### config.mk
export PLATFORM = sky130hd
export DESIGN_NAME = ysyx_22050499_lsu_flat
export DESIGN_NICKNAME = d
export VERILOG_FILES = /design/src/rtl/ysyx_22050499_lsu_pkg.sv /design/src/rtl/ysyx_22050499_lsu_if.sv /design/src/rtl/ysyx_22050499_lsu_align.sv /design/src/rtl/ysyx_22050499_lsu.sv /design/src/flat_wrapper.sv
export SDC_FILE = /design/constraint.sdc
export NUM_CORES = 1
export LEC_CHECK = 0
export CORE_AREA = 8 8 171 173
export DETAILED_ROUTE_END_ITERATION = 8
export DIE_AREA = 0 0 179 181
export PLACE_DENSITY_LB_ADDON = 0.1
export SKIP_CTS_REPAIR_TIMING = 1
export SYNTH_ARGS = -nofsm -noshare
export SYNTH_HDL_FRONTEND = slang
export SYNTH_SLANG_ARGS = --single-unit
### constraint.sdc
create_clock -name clock -period 2.6 [get_ports clock]
set_clock_uncertainty 0.1 [all_clocks]
set_input_delay 0.52 -clock clock [delete_from_list [all_inputs] [get_ports clock]]
set_output_delay 0.52 -clock clock [all_outputs]
set_load 0.02 [all_outputs]
### src/rtl/ysyx_22050499_lsu_pkg.sv
// Shared encodings for the load/store stage: access sizes, FSM states, AXI response codes.
package ysyx_22050499_lsu_pkg;

  localparam logic [1:0] SZ_B = 2'd0;
  localparam logic [1:0] SZ_H = 2'd1;
  localparam logic [1:0] SZ_W = 2'd2;
  localparam logic [1:0] SZ_D = 2'd3;

  localparam logic [1:0] RESP_OKAY   = 2'b00;
  localparam logic [1:0] RESP_SLVERR = 2'b10;
  localparam logic [1:0] RESP_DECERR = 2'b11;

  typedef enum logic [2:0] {
    IDLE,
    WR_REQ,
    WR_RESP,
    RD_REQ,
    RD_RESP,
    HOLD
  } lsu_state_t;

  function automatic logic [3:0] size_bytes(input logic [1:0] size);
    return 4'd1 << size;
  endfunction

endpackage

### src/rtl/ysyx_22050499_lsu_if.sv
// AXI4-lite channel bundle between the load/store stage (master) and memory (slave).
interface ysyx_22050499_lsu_if #(
  parameter int XLEN   = 32,
  parameter int ADDR_W = 32
);
  logic              awvalid, awready;
  logic [ADDR_W-1:0] awaddr;
  logic [2:0]        awsize;
  logic              wvalid, wready;
  logic [XLEN-1:0]   wdata;
  logic [XLEN/8-1:0] wstrb;
  logic              bvalid, bready;
  logic [1:0]        bresp;
  logic              arvalid, arready;
  logic [ADDR_W-1:0] araddr;
  logic [2:0]        arsize;
  logic              rvalid, rready;
  logic [XLEN-1:0]   rdata;
  logic [1:0]        rresp;

  modport master (
    output awvalid, awaddr, awsize, wvalid, wdata, wstrb, bready,
    output arvalid, araddr, arsize, rready,
    input  awready, wready, bvalid, bresp, arready, rvalid, rdata, rresp
  );

  modport slave (
    input  awvalid, awaddr, awsize, wvalid, wdata, wstrb, bready,
    input  arvalid, araddr, arsize, rready,
    output awready, wready, bvalid, bresp, arready, rvalid, rdata, rresp
  );
endinterface

### src/rtl/ysyx_22050499_lsu_align.sv
// Byte-lane alignment: store data/strobe shifting and load shift plus sign/zero extension.
module ysyx_22050499_lsu_align
  import ysyx_22050499_lsu_pkg::*;
#(
  parameter int XLEN = 32
) (
  input  logic [$clog2(XLEN/8)-1:0] lane,
  input  logic [1:0]                size,
  input  logic                      unsgn,
  input  logic [XLEN-1:0]           st_data,
  input  logic [XLEN-1:0]           ld_raw,
  output logic [XLEN-1:0]           st_data_sh,
  output logic [XLEN/8-1:0]         st_strb,
  output logic [XLEN-1:0]           ld_data
);
  localparam int STRB_W = XLEN / 8;

  logic [STRB_W-1:0] strb_base;
  logic [XLEN-1:0]   ld_sh;

  assign st_data_sh = st_data << {lane, 3'b000};

  always_comb begin
    strb_base = '0;
    for (int i = 0; i < STRB_W; i++) begin
      if (i < int'(size_bytes(size))) strb_base[i] = 1'b1;
    end
  end

  // Bytes shifted past the top lane are dropped: wide accesses truncate at the bus width.
  assign st_strb = strb_base << lane;
  assign ld_sh   = ld_raw >> {lane, 3'b000};

  always_comb begin
    ld_data = ld_sh;
    case (size)
      SZ_B: ld_data = unsgn ? XLEN'(ld_sh[7:0])  : XLEN'($signed(ld_sh[7:0]));
      SZ_H: ld_data = unsgn ? XLEN'(ld_sh[15:0]) : XLEN'($signed(ld_sh[15:0]));
      SZ_W: ld_data = unsgn ? XLEN'(ld_sh[31:0]) : XLEN'($signed(ld_sh[31:0]));
      default: ld_data = ld_sh;
    endcase
  end

endmodule

### src/rtl/ysyx_22050499_lsu.sv
// Single-entry load/store stage between EX and WB driving AXI4-lite directly.
// Optional misaligned-access trap: define YSYX_22050499_LSU_MISALIGN_CHECK_EN.
//
// state   | meaning
// IDLE    | empty, ready for a new op
// WR_REQ  | AW and W offered, each drops on its own handshake
// WR_RESP | waiting for B
// RD_REQ  | AR offered
// RD_RESP | waiting for R
// HOLD    | result presented to WB
module ysyx_22050499_lsu
  import ysyx_22050499_lsu_pkg::*;
#(
  parameter int XLEN   = 32,
  parameter int ADDR_W = 32,
  parameter int PASS_W = 64
) (
  input  logic              clock,
  input  logic              reset,
  input  logic              in_valid,
  output logic              in_ready,
  input  logic [31:0]       in_pc,
  input  logic [ADDR_W-1:0] in_addr,
  input  logic [XLEN-1:0]   in_wdata,
  input  logic              in_we,
  input  logic              in_re,
  input  logic [1:0]        in_size,
  input  logic              in_unsigned,
  input  logic [PASS_W-1:0] in_side,
  input  logic              in_flush,
  output logic              out_valid,
  input  logic              out_ready,
  output logic [31:0]       out_pc,
  output logic [XLEN-1:0]   out_rdata,
  output logic [PASS_W-1:0] out_side,
  output logic              out_err,
  ysyx_22050499_lsu_if.master axi
);
  localparam int LANE_W = $clog2(XLEN / 8);

  lsu_state_t        state;
  logic              kill;
  logic [31:0]       pc_q;
  logic [ADDR_W-1:0] addr_q;
  logic [XLEN-1:0]   wdata_q, rdata_q;
  logic [1:0]        size_q;
  logic              uns_q;
  logic [PASS_W-1:0] side_q;

  logic              accept, in_mis, aw_done, w_done;
  logic [1:0]        in_size_eff;
  logic [XLEN-1:0]   st_data, ld_data;
  logic [XLEN/8-1:0] st_strb;

  assign in_ready    = !reset && (state == IDLE || (state == HOLD && out_ready));
  assign accept      = in_valid && in_ready;
  assign in_size_eff = (XLEN == 32 && in_size == SZ_D) ? SZ_W : in_size;

`ifdef YSYX_22050499_LSU_MISALIGN_CHECK_EN
  always_comb begin
    case (in_size)
      SZ_B:    in_mis = 1'b0;
      SZ_H:    in_mis = in_addr[0];
      SZ_W:    in_mis = |in_addr[1:0];
      default: in_mis = (XLEN == 32) || (|in_addr[2:0]);
    endcase
  end
`else
  assign in_mis = 1'b0;
`endif

  ysyx_22050499_lsu_align #(.XLEN(XLEN)) u_align (
    .lane       (addr_q[LANE_W-1:0]),
    .size       (size_q),
    .unsgn      (uns_q),
    .st_data    (wdata_q),
    .ld_raw     (axi.rdata),
    .st_data_sh (st_data),
    .st_strb    (st_strb),
    .ld_data    (ld_data)
  );

  assign axi.awaddr = addr_q;
  assign axi.araddr = addr_q;
  assign axi.awsize = {1'b0, size_q};
  assign axi.arsize = {1'b0, size_q};
  assign axi.wdata  = st_data;
  assign axi.wstrb  = axi.wvalid ? st_strb : '0;

  assign out_pc    = pc_q;
  assign out_rdata = rdata_q;
  assign out_side  = side_q;

  assign aw_done = !axi.awvalid || axi.awready;
  assign w_done  = !axi.wvalid || axi.wready;

  always_ff @(posedge clock) begin
    if (reset) begin
      state       <= IDLE;
      kill        <= 1'b0;
      out_valid   <= 1'b0;
      out_err     <= 1'b0;
      axi.awvalid <= 1'b0;
      axi.wvalid  <= 1'b0;
      axi.bready  <= 1'b0;
      axi.arvalid <= 1'b0;
      axi.rready  <= 1'b0;
      pc_q        <= '0;
      addr_q      <= '0;
      wdata_q     <= '0;
      rdata_q     <= '0;
      size_q      <= '0;
      uns_q       <= 1'b0;
      side_q      <= '0;
    end else begin
      case (state)
        WR_REQ: begin
          if (in_flush) kill <= 1'b1;
          if (axi.awvalid && axi.awready) axi.awvalid <= 1'b0;
          if (axi.wvalid && axi.wready) axi.wvalid <= 1'b0;
          if (aw_done && w_done) begin
            state      <= WR_RESP;
            axi.bready <= 1'b1;
          end
        end
        WR_RESP: begin
          if (in_flush) kill <= 1'b1;
          if (axi.bvalid) begin
            axi.bready <= 1'b0;
            if (kill || in_flush) begin
              state <= IDLE;
              kill  <= 1'b0;
            end else begin
              state     <= HOLD;
              out_valid <= 1'b1;
              out_err   <= (axi.bresp != RESP_OKAY);
            end
          end
        end
        RD_REQ: begin
          if (in_flush) kill <= 1'b1;
          if (axi.arready) begin
            axi.arvalid <= 1'b0;
            axi.rready  <= 1'b1;
            state       <= RD_RESP;
          end
        end
        RD_RESP: begin
          if (in_flush) kill <= 1'b1;
          if (axi.rvalid) begin
            axi.rready <= 1'b0;
            if (kill || in_flush) begin
              state <= IDLE;
              kill  <= 1'b0;
            end else begin
              state     <= HOLD;
              out_valid <= 1'b1;
              out_err   <= (axi.rresp != RESP_OKAY);
              rdata_q   <= ld_data;
            end
          end
        end
        HOLD: begin
          // A flush retires the held result as if WB had never seen it.
          if (in_flush || out_ready) begin
            out_valid <= 1'b0;
            state     <= IDLE;
          end
        end
        default: ;
      endcase

      if (accept && !in_flush) begin
        pc_q      <= in_pc;
        addr_q    <= in_addr;
        wdata_q   <= in_wdata;
        size_q    <= in_size_eff;
        uns_q     <= in_unsigned;
        side_q    <= in_side;
        rdata_q   <= '0;
        out_err   <= 1'b0;
        out_valid <= 1'b0;
        kill      <= 1'b0;
        if ((in_we || in_re) && in_mis) begin
          state     <= HOLD;
          out_valid <= 1'b1;
          out_err   <= 1'b1;
        end else if (in_we) begin
          state       <= WR_REQ;
          axi.awvalid <= 1'b1;
          axi.wvalid  <= 1'b1;
        end else if (in_re) begin
          state       <= RD_REQ;
          axi.arvalid <= 1'b1;
        end else begin
          state     <= HOLD;
          out_valid <= 1'b1;
        end
      end
    end
  end

endmodule

### src/flat_wrapper.sv
// flat-port wrapper written by rule: the top's interface ports become plain ports
module ysyx_22050499_lsu_flat import ysyx_22050499_lsu_pkg::*;
#(
  parameter int XLEN   = 32,
  parameter int ADDR_W = 32,
  parameter int PASS_W = 64
)
  (clock, reset, in_valid, in_ready, in_pc, in_addr, in_wdata, in_we, in_re, in_size, in_unsigned, in_side, in_flush, out_valid, out_ready, out_pc, out_rdata, out_side, out_err, axi_awvalid, axi_awaddr, axi_awsize, axi_wvalid, axi_wdata, axi_wstrb, axi_bready, axi_arvalid, axi_araddr, axi_arsize, axi_rready, axi_awready, axi_wready, axi_bvalid, axi_bresp, axi_arready, axi_rvalid, axi_rdata, axi_rresp);
  ysyx_22050499_lsu_if #(.XLEN(XLEN), .ADDR_W(ADDR_W)) axi_i ();
  input  logic clock;
  input  logic reset;
  input  logic in_valid;
  output logic in_ready;
  input  logic [31:0] in_pc;
  input  logic [ADDR_W-1:0] in_addr;
  input  logic [XLEN-1:0] in_wdata;
  input  logic in_we;
  input  logic in_re;
  input  logic [1:0] in_size;
  input  logic in_unsigned;
  input  logic [PASS_W-1:0] in_side;
  input  logic in_flush;
  output logic out_valid;
  input  logic out_ready;
  output logic [31:0] out_pc;
  output logic [XLEN-1:0] out_rdata;
  output logic [PASS_W-1:0] out_side;
  output logic out_err;
  output wire logic [$bits(axi_i.awvalid)-1:0] axi_awvalid;
  output wire logic [$bits(axi_i.awaddr)-1:0] axi_awaddr;
  output wire logic [$bits(axi_i.awsize)-1:0] axi_awsize;
  output wire logic [$bits(axi_i.wvalid)-1:0] axi_wvalid;
  output wire logic [$bits(axi_i.wdata)-1:0] axi_wdata;
  output wire logic [$bits(axi_i.wstrb)-1:0] axi_wstrb;
  output wire logic [$bits(axi_i.bready)-1:0] axi_bready;
  output wire logic [$bits(axi_i.arvalid)-1:0] axi_arvalid;
  output wire logic [$bits(axi_i.araddr)-1:0] axi_araddr;
  output wire logic [$bits(axi_i.arsize)-1:0] axi_arsize;
  output wire logic [$bits(axi_i.rready)-1:0] axi_rready;
  input wire logic [$bits(axi_i.awready)-1:0] axi_awready;
  input wire logic [$bits(axi_i.wready)-1:0] axi_wready;
  input wire logic [$bits(axi_i.bvalid)-1:0] axi_bvalid;
  input wire logic [$bits(axi_i.bresp)-1:0] axi_bresp;
  input wire logic [$bits(axi_i.arready)-1:0] axi_arready;
  input wire logic [$bits(axi_i.rvalid)-1:0] axi_rvalid;
  input wire logic [$bits(axi_i.rdata)-1:0] axi_rdata;
  input wire logic [$bits(axi_i.rresp)-1:0] axi_rresp;
  assign axi_awvalid = axi_i.awvalid;
  assign axi_awaddr = axi_i.awaddr;
  assign axi_awsize = axi_i.awsize;
  assign axi_wvalid = axi_i.wvalid;
  assign axi_wdata = axi_i.wdata;
  assign axi_wstrb = axi_i.wstrb;
  assign axi_bready = axi_i.bready;
  assign axi_arvalid = axi_i.arvalid;
  assign axi_araddr = axi_i.araddr;
  assign axi_arsize = axi_i.arsize;
  assign axi_rready = axi_i.rready;
  assign axi_i.awready = axi_awready;
  assign axi_i.wready = axi_wready;
  assign axi_i.bvalid = axi_bvalid;
  assign axi_i.bresp = axi_bresp;
  assign axi_i.arready = axi_arready;
  assign axi_i.rvalid = axi_rvalid;
  assign axi_i.rdata = axi_rdata;
  assign axi_i.rresp = axi_rresp;
  ysyx_22050499_lsu #(.XLEN(XLEN), .ADDR_W(ADDR_W), .PASS_W(PASS_W)) u_core (.clock(clock), .reset(reset), .in_valid(in_valid), .in_ready(in_ready), .in_pc(in_pc), .in_addr(in_addr), .in_wdata(in_wdata), .in_we(in_we), .in_re(in_re), .in_size(in_size), .in_unsigned(in_unsigned), .in_side(in_side), .in_flush(in_flush), .out_valid(out_valid), .out_ready(out_ready), .out_pc(out_pc), .out_rdata(out_rdata), .out_side(out_side), .out_err(out_err), .axi(axi_i));
endmodule
# [After elaboration in Yosys (flattened, before gate mapping)]
# Cells that the tools add are included.
[totals] memories=0 regBits=206 romBits=0 latchBits=0 ramBits=0 out_inout_bits=242
[op_classes] shifts=4 n_addsub=0 n_bitwise=1 order_cmp=4 n_eq_ne=18 mul=0 div_mod_pow=0 muxes=56 reduce_logical=34
[ops] cell="$mux 32" n=2
[ops] cell="$pmux 32 s2" n=1
[ops] cell="$mux 1" n=36
[ops] cell="$shl 32x5->32" n=1
[ops] cell="$shr 32x5->32" n=1
[ops] cell="$mux 3" n=9
[ops] cell="$pmux 3 s5" n=1
[ops] cell="$ne 2x2->1 const B" n=5
[ops] cell="$reduce_bool 2->1" n=5
[ops] cell="$ne 3x2->1 const B" n=3
[ops] cell="$reduce_and 3->1" n=3
[ops] cell="$lt 1x4->1 const A" n=2
[ops] cell="$lt 2x4->1 const A" n=2
[ops] cell="$logic_and 1x1->1" n=7
[ops] cell="$eq 3x2->1 const B" n=2
[ops] cell="$eq 3x3->1 const B" n=2
[ops] cell="$pmux 1 s2" n=3
[ops] cell="$pmux 1 s3" n=2
[ops] cell="$reduce_and 6->1" n=1
[ops] cell="$reduce_bool 6->1" n=1
[ops] cell="$logic_or 1x1->1" n=5
[ops] cell="$reduce_and 5->1" n=1
[ops] cell="$logic_not 1->1" n=4
[ops] cell="$mux 4" n=1
[ops] cell="16 further kinds" n=17

# [Logic depth before layout (Yosys ltp)]
# Gate-level depths: netlist (run 1).
[depth] ltp_word=8 mapped_depth=8

# [Hierarchy]
# From an unflattened synthesis (run 1), not the netlist that was laid out.
[hier_totals] cells_unflattened=840 hier_area_um2=8275.4
[modules_own_cells] module="ysyx_22050499_lsu" cells_per_inst=642 area_per_inst_um2=6964.2 instances=1
[modules_own_cells] module="ysyx_22050499_lsu_align" cells_per_inst=198 area_per_inst_um2=1311.3 instances=1

# [Worst setup path before layout (run 1)]
# Ideal clock, no wire load.
[synth_timing] path_type="reg2out" startpoint="register u_core.addr_q[0] (netlist: u_core.axi.araddr[0])" endpoint="output axi_wstrb[1]" t_required_ns=1.980 n_path_buf=4 slack_ns=-0.148 path_stages_with_launch=7 t_arrival_ns=2.128 path_cell_list="dfxtp_1 buf_2 buf_1 clkbuf_1 buf_2 nor2_1 nor3b_1"
[synth_via] elab_chain_len=2
[synth_rtl] element="from (decl)" line="ysyx_22050499_lsu.sv:44" source="logic [ADDR_W-1:0] addr_q;"
[synth_rtl] element="from (signal assigned)" line="ysyx_22050499_lsu.sv:175" source="addr_q <= in_addr;"
[synth_rtl] element="$shl 4x2->4" line="ysyx_22050499_lsu_align.sv:31" source="assign st_strb = strb_base << lane;"
[synth_rtl] element="$mux 4" line="ysyx_22050499_lsu.sv:88" source="assign axi.wstrb = axi.wvalid ? st_strb : '0;"
[synth_rtl] element="to (decl)" line="flat_wrapper.sv:34" source="output wire logic [$bits(axi_i.wstrb)-1:0] axi_wstrb;"
# Every way passes these cells.

# [Worst setup path after layout (run 1)]
[layout_timing] startpoint="register u_core.addr_q[1] (netlist: u_core.axi.araddr[1])" endpoint="output axi_araddr[1]"
[layout_lines] element="to (decl)" line="flat_wrapper.sv:37" source="output wire logic [$bits(axi_i.araddr)-1:0] axi_araddr;"
# No word-level cell between the ends.

==> results of run 1 <==
## flip-flops by register name, indices dropped and copies added, names as in the netlist, 2 cells and up
name,cells
u_core.out_side,64
u_core.wdata_q,32
u_core.axi.araddr,32
u_core.size_q,2
u_core.out_rdata,32
u_core.state,3
u_core.out_pc,32
## layout make-up
type	instances	area, µm²
Multi-Input combinational cell	475	3329
Sequential cell	206	4126
Inverter	3	11.26
Timing Repair Buffer	484	4922
Clock buffer	29	660.6
Clock inverter	17	295.3
Fill cell	2433	12730
Tap cell	341	426.7
## metrics by stage
stage          cells  worst slack [ns]
2_1_floorplan    787         0.0001497
3_3_place_gp    1509           -0.1026
3_5_place_dp    1509           -0.1498
4_1_cts         1555           -0.2755
5_1_grt         1555           0.02536
6_report        1555            0.1422
## per-layer routing
layer  vias to the layer above  GRT usage (%)  share of wire (%)
li1                       3696              -                  -
met1                      3625          22.10                 38
met2                       281          35.39                 51
met3                        40          7.214                9.3
met4                         4          3.705                1.4
met5                         -              0              0.071
## worst max-delay path, cell delays in order, from the launching register on
cell and delay, ns:
dfxtp_2 0.36, buf_6 0.27, clkdlybuf4s50_1 0.68
## where the power goes
| group | internal [mW] | switching, mW | leakage [nW] |
|---|---|---|---|
| logic | 1.19 | 1.14 | 3.53 |
| clock network | 2.62 | 1.41 | 0.476 |
| registers | 3.42 | 0.185 | 1.68 |
## kinds of logic (layout without fill, tap and decap cells)
kind of cell	after synthesis	count (layout)	synth area share [%]
AND/OR/NAND/NOR	143	143	8.380
multiplexers	37	37	4.619
flip-flops	206	206	51.44
adder cells (fa/ha/maj)	1	1	0.1560
AO/OA/AOI/OAI	292	292	28.15
buffers and inverters	106	533	7.210
other	1	2	0.04677
## layout by cell type, fill, tap and decap left out, types with 9 or more instances in the layout
| cell | n |
|---|---|
| a21oi_1 | 45 |
| nor2b_1 | 20 |
| dlymetal6s2s_1 | 34 |
| nand2_1 | 50 |
| clkdlybuf4s50_1 | 414 |
| o21ai_0 | 35 |
| a211oi_1 | 25 |
| mux2i_1 | 37 |
| a22o_1 | 161 |
| and2_1 | 9 |
| clkbuf_16 | 25 |
| nor2_1 | 38 |
| buf_4 | 28 |
| dfxtp_1 | 204 |
## how the worst max path moves through the flow
stage                    end  slack (ns)  depth (start not counted)
6_report       axi_araddr[1]        0.14                          2
3_3_place_gp        in_ready       -0.10                          4
4_1_cts             in_ready       -0.28                          3
5_1_grt             in_ready        0.03                          3
3_5_place_dp        in_ready       -0.15                          4
2_1_floorplan  axi_wdata[26]      0.0001                          6
==> impl_metrics.env, run 1 <==
export IMPL_clock_latency_ns=0.52
export IMPL_dr_pass1_iters=7
export IMPL_core_um2=26500
export IMPL_drive_above_1_share_pct=7.908
export IMPL_syn_to_final_growth_pct=71.77
export IMPL_yosys_area_top_type="dfxtp_1"
export IMPL_slew_viol_final=0
export IMPL_avgSynthCellArea_um2=10.20
export IMPL_grt_setup_unrepaired="false"
export IMPL_grt_pass1_vias=7918
export IMPL_synth_distinct_cells=45
export IMPL_wl_per_cell_um=21.82
export IMPL_clock_sinks=206
export IMPL_outcome="finished clean"
export IMPL_worstMarginPinSlew_ns=0.6827
export IMPL_async_flop_share_pct=0
export IMPL_port_buffers=450
export IMPL_n_antenna_cell=0
export IMPL_final_area_um2=13770
export IMPL_min_period_ns=2.458
export IMPL_r2r_setup_slack_ns=0.40
export IMPL_synth_top_cell_area_share_pct=51.44
export IMPL_timing_slew_headroom_pct=54.21
export IMPL_routed_wl_mm=33.93
export IMPL_clockBufferDepth=3
export IMPL_nNetsFinal=1407
export IMPL_drt_iter0_drc=426
export IMPL_cts_tree="done"
export IMPL_globalplace_congestion=0.8037
export IMPL_total_power_mw=9.965
export IMPL_via_per_inst=4.917
export IMPL_min_path_cells=2
export IMPL_post_route_util_pct=51.97
export IMPL_cts_clk_slew_worst_paths_ns=0.06
export IMPL_crit_path_max_fanout=29
export IMPL_grt_start_max_net_pins=74
export IMPL_hold_path_class="flop to flop"
export IMPL_placementRows=60
export IMPL_syn_inst=786
export IMPL_cts_buffers=25
export IMPL_crit_start="u_core.axi.araddr[1]"
export IMPL_htreeDepth=1
export IMPL_yosys_top_cells_count="dfxtp_1, a22o_1, nand2_1"
export IMPL_ys_flop_type="dfxtp_1"
export IMPL_yosys_warnings=0
export IMPL_r2r_end="u_core.out_rdata[19]"
export IMPL_synth_most_common_cell="dfxtp_1"
export IMPL_synth_edff_count=0
export IMPL_p_leak_nw=5.687
export IMPL_worst_hold_slack_ns=0.3581
export IMPL_placed_area_um2=12710
export IMPL_r2r_start="u_core.axi.araddr[0]"
export IMPL_clockRootBuffer="clkbuf_16"
export IMPL_hold_viol=0
export IMPL_fp_dieW_um=179
export IMPL_synthTopCellsByArea="dfxtp_1, a22o_1, mux2i_1"
export IMPL_hpwlAfterDp_mm=25.34
export IMPL_min_delay_start="u_core.out_rdata[7]"
export IMPL_drc_errors=0
export IMPL_vias=7646
export IMPL_num_io_pins=453
export IMPL_ant_nets=0
export IMPL_setup_tns_final_ns=0
export IMPL_grt_use_total_pct=19.81
export IMPL_crit_type="flop to output port"
export IMPL_ir_worst_vdd_mv=0.5210
export IMPL_finalCritPeriodShare_pct=94.53
export IMPL_syn_cell_area_um2=8018
export IMPL_grt_overflow=0
export IMPL_die_h_um=181
export IMPL_drv_cap=0
export IMPL_die_area_um2=32400
export IMPL_start_kind="flop"
export IMPL_start_util_pct=30.25
export IMPL_setup_viol=0
export IMPL_ys_seq_area_share_pct=51.44
export IMPL_synth_seq_cells=206
export IMPL_cp_end_kind="output port"
export IMPL_hold_end="u_core.out_rdata[7]"
export IMPL_cp_arrival_ns=1.84
export IMPL_power_density_nw_per_um2=723.6
export IMPL_grt_antenna_before_repair=2
export IMPL_grt_pass1_wl_mm=49.74
export IMPL_worstPathRequired_ns=1.98
export IMPL_r2r_cells=6
export IMPL_timing_fmax_mhz=406.9
Power figures use the tool's default switching activity.
==> run 2, diff against run 1 <==
--- a/config.mk
+++ b/config.mk
@@ -6,6 +6,7 @@
 export NUM_CORES = 1
 export LEC_CHECK = 0
 export CORE_AREA = 8 8 171 173
+export CTS_CLUSTER_SIZE = 24
 export DETAILED_ROUTE_END_ITERATION = 8
 export DIE_AREA = 0 0 179 181
 export PLACE_DENSITY_LB_ADDON = 0.1
==> run 2 against run 1 <==
  * Fmax about the same
  * Power decreased by 1.0%
  * Die area unchanged
  * Routed wire length barely moved
  * Sequential share of layout area hardly changed
  * Cell count grew 0.13%
  * Critical endpoint unchanged
  * Largest power group unchanged
==> impl_metrics.env, run 2 (synthesis gave the netlist of run 1 again) <==
export IMPL_grt_setup_unrepaired="false"
export IMPL_globalplace_congestion=0.8037
export IMPL_layout_common_cells="clkdlybuf4s50_1, dfxtp_1, a22o_1"
export IMPL_worstPathRequired_ns=1.98
export IMPL_placementRows=60
export IMPL_seq_power_share_pct=36.6
export IMPL_start_kind="flop"
export IMPL_clock_latency_ns=0.52
export IMPL_power_density_nw_per_um2=717.1
export IMPL_total_power_mw=9.862
export IMPL_nNetsFinal=1407
export IMPL_p_int_mw=7.128
export IMPL_ir_worst_vdd_mv=0.5221
export IMPL_routed_wl_mm=33.94
export IMPL_grt_overflow=0
export IMPL_drive_above_1_share_pct=7.908
export IMPL_fp_dieW_um=179
export IMPL_wl_per_cell_um=21.80
export IMPL_grt_antenna_before_repair=4
export IMPL_die_area_um2=32400
export IMPL_nFillCells=2440
export IMPL_clockBufferDepth=3
export IMPL_layout_commonest_cell="clkdlybuf4s50_1"
export IMPL_crit_type="flop to output port"
export IMPL_syn_to_final_growth_pct=71.52
export IMPL_seq_area_um2=4126
export IMPL_clockPowerShare_pct=39.8
export IMPL_placed_area_um2=12710
export IMPL_dr_pass1_iters=4
export IMPL_drv_cap=0
export IMPL_num_io_pins=453
export IMPL_slew_viol_final=0
export IMPL_drc_errors=0
export IMPL_cp_arrival_ns=1.84
export IMPL_grt_pass1_wl_mm=49.76
export IMPL_grt_start_max_net_pins=74
export IMPL_pwr_share_comb_pct=23.6
export IMPL_hold_viol=0
export IMPL_cts_buffers=25
export IMPL_min_period_ns=2.456
export IMPL_vias=7624
export IMPL_worstMarginPinSlew_ns=0.6883
export IMPL_p_switching_mw=2.734
export IMPL_clockRootBuffer="clkbuf_16"
export IMPL_die_h_um=181
export IMPL_drt_iter0_drc=463
export IMPL_clock_sinks=206
export IMPL_cts_tree="done"
export IMPL_outcome="finished clean"
export IMPL_final_area_um2=13750
export IMPL_hold_path_class="flop to flop"
export IMPL_timing_fmax_mhz=407.2
export IMPL_grt_pass1_vias=7928
export IMPL_setup_viol=0
export IMPL_timing_slew_headroom_pct=53.84
export IMPL_finalCritPeriodShare_pct=94.46
export IMPL_p_leak_nw=5.671
export IMPL_crit_path_max_fanout=29
export IMPL_cp_end_kind="output port"
export IMPL_core_um2=26500
export IMPL_htreeDepth=1
export IMPL_netSwitchingFraction_pct=27.72
export IMPL_hpwlAfterDp_mm=25.34
export IMPL_via_per_inst=4.897
export IMPL_largest_reg_flops=64
export IMPL_start_util_pct=30.25
export IMPL_multi_input_area_um2=3329
export IMPL_grt_use_total_pct=19.81
export IMPL_cts_clk_slew_worst_paths_ns=0.06
export IMPL_post_route_util_pct=51.89
export IMPL_port_buffers=450
export IMPL_ant_nets=0
## run 2: changes by cell type in the layout (fill, tap and decap cells not counted), sizes merged
cell	change
clkinvlp	+1
bufinv	-1
diode	+2
## run 2: cell type report
class | instances | share of cell area (%)
Inverter | 3 | 0.08189
Tap cell | 341 | 3.103
Clock buffer | 29 | 4.804
Clock inverter | 17 | 1.965
Sequential cell | 206 | 30.01
Timing Repair Buffer | 484 | 35.79
Multi-Input combinational cell | 475 | 24.21
Antenna cell | 2 | 0.03639
## run 2: power groups by stage
stage / clock network [mW] / logic [mW] / registers, mW
floorplan: 0 / 0.927 / 3.88
global placement: 0 / 2.36 / 3.67
detailed placement: 0 / 2.36 / 3.66
CTS: 4.04 / 2.37 / 3.61
global route: 4.19 / 2.48 / 3.64
finish: 3.92 / 2.33 / 3.61
## run 2: final timing paths
check	start	end	slack, ns	cells after the start
hold reg to reg	u_core.out_rdata[7]	u_core.out_rdata[7]	0.36	2
setup reg to reg	u_core.axi.araddr[0]	u_core.out_rdata[19]	0.39	6
setup / recovery	u_core.axi.araddr[1]	axi_araddr[1]	0.14	2
hold / removal	u_core.out_rdata[7]	u_core.out_rdata[7]	0.36	2
## run 2: metrics by stage
stage                     instances  setup TNS [ns]  hold slack, ns  setup WS (ns)
after detailed placement       1509         -0.1498          0.3482        -0.1498
after floorplan                 787               0          0.3345      0.0001497
final                          1557               0          0.3577         0.1440
after global routing           1557               0          0.3778        0.02652
after CTS                      1555          -7.131          0.3595        -0.2755
after global placement         1509         -0.1026          0.3457        -0.1026
## run 2: layer usage
| metal | track usage (%) | wire (µm) | part of all wire [%] |
|---|---|---|---|
| met5 | 0 | 24 | 0.071 |
| met1 | 22.18 | 13150 | 39 |
| met2 | 35.07 | 17090 | 50 |
| met3 | 7.110 | 3141 | 9.3 |
| met4 | 4.367 | 535 | 1.6 |
## run 2: worst max-delay path, cell delays in order (launching register included)
cell	delay, ns
dfxtp_2	0.36
buf_6	0.27
clkdlybuf4s50_1	0.68
==> run 3, diff against run 2 <==
--- a/config.mk
+++ b/config.mk
@@ -5,6 +5,7 @@
 export SDC_FILE = /design/constraint.sdc
 export NUM_CORES = 1
 export LEC_CHECK = 0
+export ABC_CLOCK_PERIOD_IN_PS = 2600
 export CORE_AREA = 8 8 171 173
 export CTS_CLUSTER_SIZE = 24
 export DETAILED_ROUTE_END_ITERATION = 8
==> results of run 3 <==
Final layout, timing and power as in run 2 (identical DEF).
